**config.mk**
```make
export PLATFORM = sky130hd
export DESIGN_NAME = xain_audio_i2s_mixer
export DESIGN_NICKNAME = d
export VERILOG_FILES = /design/src/rtl/xain_audio_i2s_mixer.sv
export SDC_FILE = /design/constraint.sdc
export NUM_CORES = 1
export LEC_CHECK = 0
export BUFFER_PORTS_ARGS = -buffer_cell sky130_fd_sc_hd__buf_2
export CAP_MARGIN = 40
export CORE_ASPECT_RATIO = 0.8
export CORE_MARGIN = 1
export CORE_UTILIZATION = 50
export DETAILED_ROUTE_END_ITERATION = 16
export PLACE_DENSITY_LB_ADDON = 0.3
export SKIP_LAST_GASP = 1
export SYNTH_ARGS = -nofsm -noshare
export SYNTH_HDL_FRONTEND = slang
export SYNTH_SLANG_ARGS = --single-unit
export TNS_END_PERCENT = 1
```
**constraint.sdc**
```tcl
create_clock -name clk -period 2 [get_ports clk]
set_input_delay 0.2 -clock clk [delete_from_list [all_inputs] [get_ports clk]]
set_output_delay 0.2 -clock clk [all_outputs]
set_load 0.05 [all_outputs]
```
**src/rtl/xain_audio_i2s_mixer.sv**
```systemverilog
// xain_audio_i2s_mixer: mixes two signed 16-bit sound sources with fixed gains,
// applies volume attenuation and saturation, and serialises the mono sample as
// 16-bit I2S on both slots. Everything runs on clk.
// Optional post-saturation one-pole low-pass: define XAIN_AUDIO_LPF_EN.
module xain_audio_i2s_mixer #(
   parameter int          MCLK_DIV  = 4,
   parameter logic [7:0]  GAIN1     = 8'd128,
   parameter logic [7:0]  GAIN2     = 8'd128,
   parameter int          LPF_SHIFT = 2
) (
   input  logic        clk,
   input  logic        reset,
   input  logic [15:0] snd1,
   input  logic [15:0] snd2,
   input  logic        mute,
   input  logic [2:0]  vol,
   output logic        i2s_sclk,
   output logic        i2s_lrck,
   output logic        i2s_dac,
   output logic [15:0] mix_out,
   output logic        clip,
   output logic        sample_strobe
);
   localparam logic [7:0]         DIV_TC = 8'(MCLK_DIV - 1);
   localparam logic signed [24:0] G1     = 25'({1'b0, GAIN1});
   localparam logic signed [24:0] G2     = 25'({1'b0, GAIN2});

   logic [7:0]         div_cnt_q, div_cnt_d;
   logic               sclk_q, sclk_d;
   logic [4:0]         bit_cnt_q, bit_cnt_d;
   logic               lrck_q, lrck_d;
   logic               dac_q, dac_d;
   logic signed [15:0] cap1_q, cap1_d, cap2_q, cap2_d;
   logic               cap_vld_q, cap_vld_d;
   logic signed [24:0] p_q, p_d;
   logic               p_vld_q, p_vld_d;
   logic signed [24:0] q_q, q_d;
   logic               q_vld_q, q_vld_d;
   logic [15:0]        mix_q, mix_d;
   logic               clip_q, clip_d;
   logic [15:0]        shift_q, shift_d;
   logic               strobe_q, strobe_d;

   logic               tc, fall;
   logic [4:0]         n;
   logic [3:0]         idx;
   logic               sat_hi, sat_lo, sat;
   logic [15:0]        res;

   // Divider terminal count, sclk falling edge and the bit slot it starts.
   assign tc   = (div_cnt_q == DIV_TC);
   assign fall = tc && sclk_q;
   assign n    = bit_cnt_q + 5'd1;
   // Slot n carries bit (16 - n) mod 16: MSB right after each lrck change.
   assign idx  = 4'd0 - n[3:0];

   assign sat_hi = (q_q > 25'sd32767);
   assign sat_lo = (q_q < -25'sd32768);
   assign sat    = sat_hi | sat_lo;
   assign res    = sat_hi ? 16'h7FFF : (sat_lo ? 16'h8000 : q_q[15:0]);

`ifdef XAIN_AUDIO_LPF_EN
   logic signed [15:0] x_q, x_d, y_q, y_d;
   logic               sat_q, sat_d;
   logic               x_vld_q, x_vld_d;
   logic signed [16:0] y_diff;
   logic [15:0]        y_next;

   assign y_diff = 17'(x_q) - 17'(y_q);
   assign y_next = 16'(17'(y_q) + (y_diff >>> LPF_SHIFT));
`else
   localparam int unused_lpf_shift = LPF_SHIFT;
`endif

   // Next-state: divider, I2S framing, capture and the mixing pipeline.
   always_comb begin
      div_cnt_d = tc ? 8'd0 : div_cnt_q + 8'd1;
      sclk_d    = tc ? ~sclk_q : sclk_q;
      bit_cnt_d = bit_cnt_q;
      lrck_d    = lrck_q;
      dac_d     = dac_q;
      cap1_d    = cap1_q;
      cap2_d    = cap2_q;
      cap_vld_d = 1'b0;
      p_d       = p_q;
      p_vld_d   = cap_vld_q;
      q_d       = q_q;
      q_vld_d   = p_vld_q;
      mix_d     = mix_q;
      clip_d    = clip_q;
      shift_d   = shift_q;
      strobe_d  = 1'b0;

      if (fall) begin
         bit_cnt_d = n;
         lrck_d    = n[4];
         dac_d     = shift_q[idx];
         if (n == 5'd0) begin
            cap1_d    = mute ? 16'sd0 : snd1;
            cap2_d    = mute ? 16'sd0 : snd2;
            cap_vld_d = 1'b1;
         end
      end

      if (cap_vld_q) p_d = 25'(cap1_q) * G1 + 25'(cap2_q) * G2;
      if (p_vld_q)   q_d = (p_q >>> 7) >>> vol;

`ifdef XAIN_AUDIO_LPF_EN
      x_d     = x_q;
      y_d     = y_q;
      sat_d   = sat_q;
      x_vld_d = q_vld_q;
      if (q_vld_q) begin
         x_d   = res;
         sat_d = sat;
      end
      if (x_vld_q) begin
         y_d      = y_next;
         mix_d    = y_next;
         shift_d  = y_next;
         clip_d   = sat_q;
         strobe_d = 1'b1;
      end
`else
      if (q_vld_q) begin
         mix_d    = res;
         shift_d  = res;
         clip_d   = sat;
         strobe_d = 1'b1;
      end
`endif
   end

   // State registers with synchronous reset; a reset mid-frame aborts it.
   always_ff @(posedge clk) begin
      if (reset) begin
         div_cnt_q <= '0;
         sclk_q    <= 1'b0;
         bit_cnt_q <= '0;
         lrck_q    <= 1'b0;
         dac_q     <= 1'b0;
         cap1_q    <= '0;
         cap2_q    <= '0;
         cap_vld_q <= 1'b0;
         p_q       <= '0;
         p_vld_q   <= 1'b0;
         q_q       <= '0;
         q_vld_q   <= 1'b0;
         mix_q     <= '0;
         clip_q    <= 1'b0;
         shift_q   <= '0;
         strobe_q  <= 1'b0;
`ifdef XAIN_AUDIO_LPF_EN
         x_q       <= '0;
         y_q       <= '0;
         sat_q     <= 1'b0;
         x_vld_q   <= 1'b0;
`endif
      end else begin
         div_cnt_q <= div_cnt_d;
         sclk_q    <= sclk_d;
         bit_cnt_q <= bit_cnt_d;
         lrck_q    <= lrck_d;
         dac_q     <= dac_d;
         cap1_q    <= cap1_d;
         cap2_q    <= cap2_d;
         cap_vld_q <= cap_vld_d;
         p_q       <= p_d;
         p_vld_q   <= p_vld_d;
         q_q       <= q_d;
         q_vld_q   <= q_vld_d;
         mix_q     <= mix_d;
         clip_q    <= clip_d;
         shift_q   <= shift_d;
         strobe_q  <= strobe_d;
`ifdef XAIN_AUDIO_LPF_EN
         x_q       <= x_d;
         y_q       <= y_d;
         sat_q     <= sat_d;
         x_vld_q   <= x_vld_d;
`endif
      end
   end

   assign i2s_sclk      = sclk_q;
   assign i2s_lrck      = lrck_q;
   assign i2s_dac       = dac_q;
   assign mix_out       = mix_q;
   assign clip          = clip_q;
   assign sample_strobe = strobe_q;

endmodule

```
==> qor.log <==
[outcome] run status finished with violations
[outcome] violations in the final reports setup timing
[drt] count of vias placed by the detailed router 4164
[sta] post-layout minimum cycle time 2.01 ns
[finish] area added between synthesis and finish 17.8%
[floorplanning] Die Width 115 um
[finish] Final Instance Area 6010 um2
[placement] HPWL Detailed 7910 um
[clocking] number of sinks driven by the clock tree 102
[min_path] type of the tightest min-delay check input pin to flop
[clocking] hold-fix buffers at CTS 0
[sta] slew of the pin with the lowest slew margin 0.627 ns
[synthesis] post-synthesis instance area 5100 um2
[drt] Remaining DRCs 0
[critical_path] number of cells on the worst reg-to-reg path 8
[placement] cell area after placement 5670 um2
[pwr] Lkg Pwr 2.45 nW
[floorplanning] FP Rows 32
[drt] total iterations of the first detailed-routing run 7
[critical_path] element type at the critical path start flop
[placement] worst setup timing slack at the placement stage -0.228 ns
[critical_path] CP Class flop to flop
[pwr] worst ir drop on vdd 0.414 mV
[synthesis] area leader, netlist sky130_fd_sc_hd__dfxtp_1
[sta] final cycle utilization of the critical path 101%
[sta] Post-Route Setup TNS -0.0241 ns
[synthesis] Synth Area per Inst 9.28 um2
[grt] global-route wire length before repair 18300 um
[grt] global-route usage over all layers 21.8%
[critical_path] required time worst endpoint 2.24 ns
[clocking] deepest level of the CTS H-tree 3
[finish] Final Net Count 670
[grt] overall overflow remaining after global route 0
[critical_path] Bufs and invs on worst path 0
[clocking] Clock Pin Slew Worst Setup and Hold Paths 0.06 ns
[sta] Max Slew Vio Count 0
[synthesis] register bit count reported by yosys 102
[flow_run] number of maximum-capacitance constraint violations 0
[drt] Initial DRC Count 232
[drt] Final ANT Viol Nets 0
[sta] number of hold violations in the final report 0
[synthesis] count of synthesis-stage warnings from yosys 0
[synthesis] Mapped Cells 550
[synthesis] count of cell types in the netlist 57
[critical_path] slowest stage delay, CP 0.38 ns
[drt] wirelength, routed 10800 um
[critical_path] crit path max fanout 4
[synthesis] Synth top area share 40.0%
[sta] Fin Clk Skew 0.00920 ns
[synthesis] Synth Flop Type sky130_fd_sc_hd__dfxtp_1
[clocking] clock insertion delay at the later pin of the skew report 0.35 ns
[synthesis] share of flip-flops with an asynchronous set or reset 0%
[floorplanning] vertical extent of the die 92.4 um
[sta] Max-Slew Margin vs Limit 58.1%
[floorplanning] initial core utilization 52.2%
[critical_path] Top delay family on crit path compound AO/OA/AOI/OAI gates
[drt] average wire per standard cell 14.4 um
[grt] number of global-route vias before repair 3959
[finish] most common cell after layout, fill and taps aside sky130_fd_sc_hd__dfxtp_1
[clocking] Clock Tree Root sky130_fd_sc_hd__clkbuf_16
[finish] final core utilization 61.5%
[floorplanning] placeable core region 9770 um2
[synthesis] share of the yosys chip area belonging to registers 40.0%
[clocking] Num CTS Buffers 9
[grt] antenna violations before repair 0
[critical_path] cell with the largest stage delay on the worst path sky130_fd_sc_hd__fa_2
[synthesis] Post-synth EDFFs 0
[min_path] cell count of the worst hold path 2
[critical_path] Setup crit end kind flop
[grt] pin count of the biggest net entering global routing 35
[finish] leading cell types in the layout, fill and taps excluded sky130_fd_sc_hd__dfxtp_1, sky130_fd_sc_hd__nor2_1, sky130_fd_sc_hd__buf_2, sky130_fd_sc_hd__mux2i_1
[synthesis] Net Count, Synth 607
[sta] smallest setup slack after layout -0.0112 ns
[sta] unrepaired setup endpoints after global routing true
[clocking] worst-case clock buffer depth 2
[critical_path] WP depth 8
[clocking] clock tree from TritonCTS built
[sta] Hold Worst Slack 0.0551 ns
[placement] number of buffers added on ports 58
[sta] # setup viols final 3
[pwr] power density normalized to cell area 637 nW/um2
[finish] number of diodes 0
[synthesis] cells taking the most area after synthesis sky130_fd_sc_hd__dfxtp_1, sky130_fd_sc_hd__mux2i_1, sky130_fd_sc_hd__nor2_1
[drt] via-per-instance ratio 5.54
[floorplanning] number of primary I/O pins 59
[critical_path] crit path DAT 2.25 ns
[critical_path] cell breakdown of the critical path ha_1, fa_2, a21oi_4, o221ai_4, a21o_1, a21oi_2, nor4b_1, a211o_1
[placement] Final GP Congestion 0.904
[sta] highest achievable clock rate 497 MHz
[floorplanning] Total Die Area 10600 um2
[finish] share of final-layout standard cells stronger than drive strength 1 21.3%
==> final cells by class <==
type	count	area, um2
Inverter	11	41.3
Timing Repair Buffer	92	571
Clock inverter	1	7.51
Clock buffer	13	260
Multi-Input combinational cell	397	2910
Sequential cell	102	2050
Fill cell	849	3760
Tap cell	136	170
==> final timing paths <==
path                      from            to  slack (ns)
setup / recovery     cap1_q[0]       p_q[15]       -0.01
hold / removal        snd1[13]    cap1_q[13]        0.06
setup reg to reg     cap1_q[0]       p_q[15]       -0.01
hold reg to reg   div_cnt_q[0]  div_cnt_q[0]        0.46
==> worst register-to-register path, stage by stage (launching register included) <==
cell,delay (ns)
sky130_fd_sc_hd__dfxtp_1,0.32
sky130_fd_sc_hd__ha_1,0.23
sky130_fd_sc_hd__fa_2,0.38
sky130_fd_sc_hd__a21oi_4,0.17
sky130_fd_sc_hd__o221ai_4,0.14
sky130_fd_sc_hd__a21o_1,0.21
sky130_fd_sc_hd__a21oi_2,0.15
sky130_fd_sc_hd__nor4b_1,0.07
sky130_fd_sc_hd__a211o_1,0.23
==> layer usage <==
metal  share of wire (%)  GRT usage (%)
met4                 1.2           6.60
met5                   0              0
met3                 3.7           6.28
met1                  49           28.3
met2                  46           35.0
==> power breakdown <==
part,switching [mW],internal [mW]
logic,0.0950,0.0691
clock network,0.724,0.899
registers,0.00702,2.04
==> flip-flops by register name, indices dropped and copies added (netlist names) <==
register	cells
cap_vld_q	1
cap2_q	16
q_vld_q	1
p_q	17
clip	1
q_q	17
shift_q	16
i2s_dac	1
cap1_q	16
p_vld_q	1
div_cnt_q	8
bit_cnt_q	5
sample_strobe	1
i2s_sclk	1
==> cell families (layout without fill, tap and decap cells) <==
group	Yosys count	count (layout)	share of synthesized area (%)
AND/OR/NAND/NOR	175	175	16.6
buffers and inverters	51	117	4.66
AO/OA/AOI/OAI	131	131	18.5
XOR/XNOR	20	20	3.43
flip-flops	102	102	40.0
adder cells (fa/ha/maj)	19	19	4.81
multiplexers	52	52	12.0
==> synth_stat cells (all sizes together) (6+ instances only) <==
cell and number:
dfxtp 102, xor2 11, mux2i 45, o211ai 18, a21oi 15, nand2 32, o21ai 24, xnor2 9
nor2b 7, ha 18, a22o 32, nand2b 8, clkbuf 23, nor3b 7, nand3 10, nand4 7
mux4 6, nor2 85, a211oi 17, buf 17, inv 11
==> stage by stage <==
step / power, mW / std cells
2_1_floorplan: 2.20 / 550
3_3_place_gp: 2.25 / 737
3_5_place_dp: 2.25 / 737
4_1_cts: 3.88 / 752
5_1_grt: 3.97 / 752
6_report: 3.83 / 752
==> repair_timing <==
item | CTS | global route
pin swaps | 6 | 1
endpoints found under the setup margin | 7 | 9
setup buffers | 1 | 0
gates cloned | 0 | 0
resized for setup | 12 | 4
Note: power is estimated with default switching activity, not from simulation.
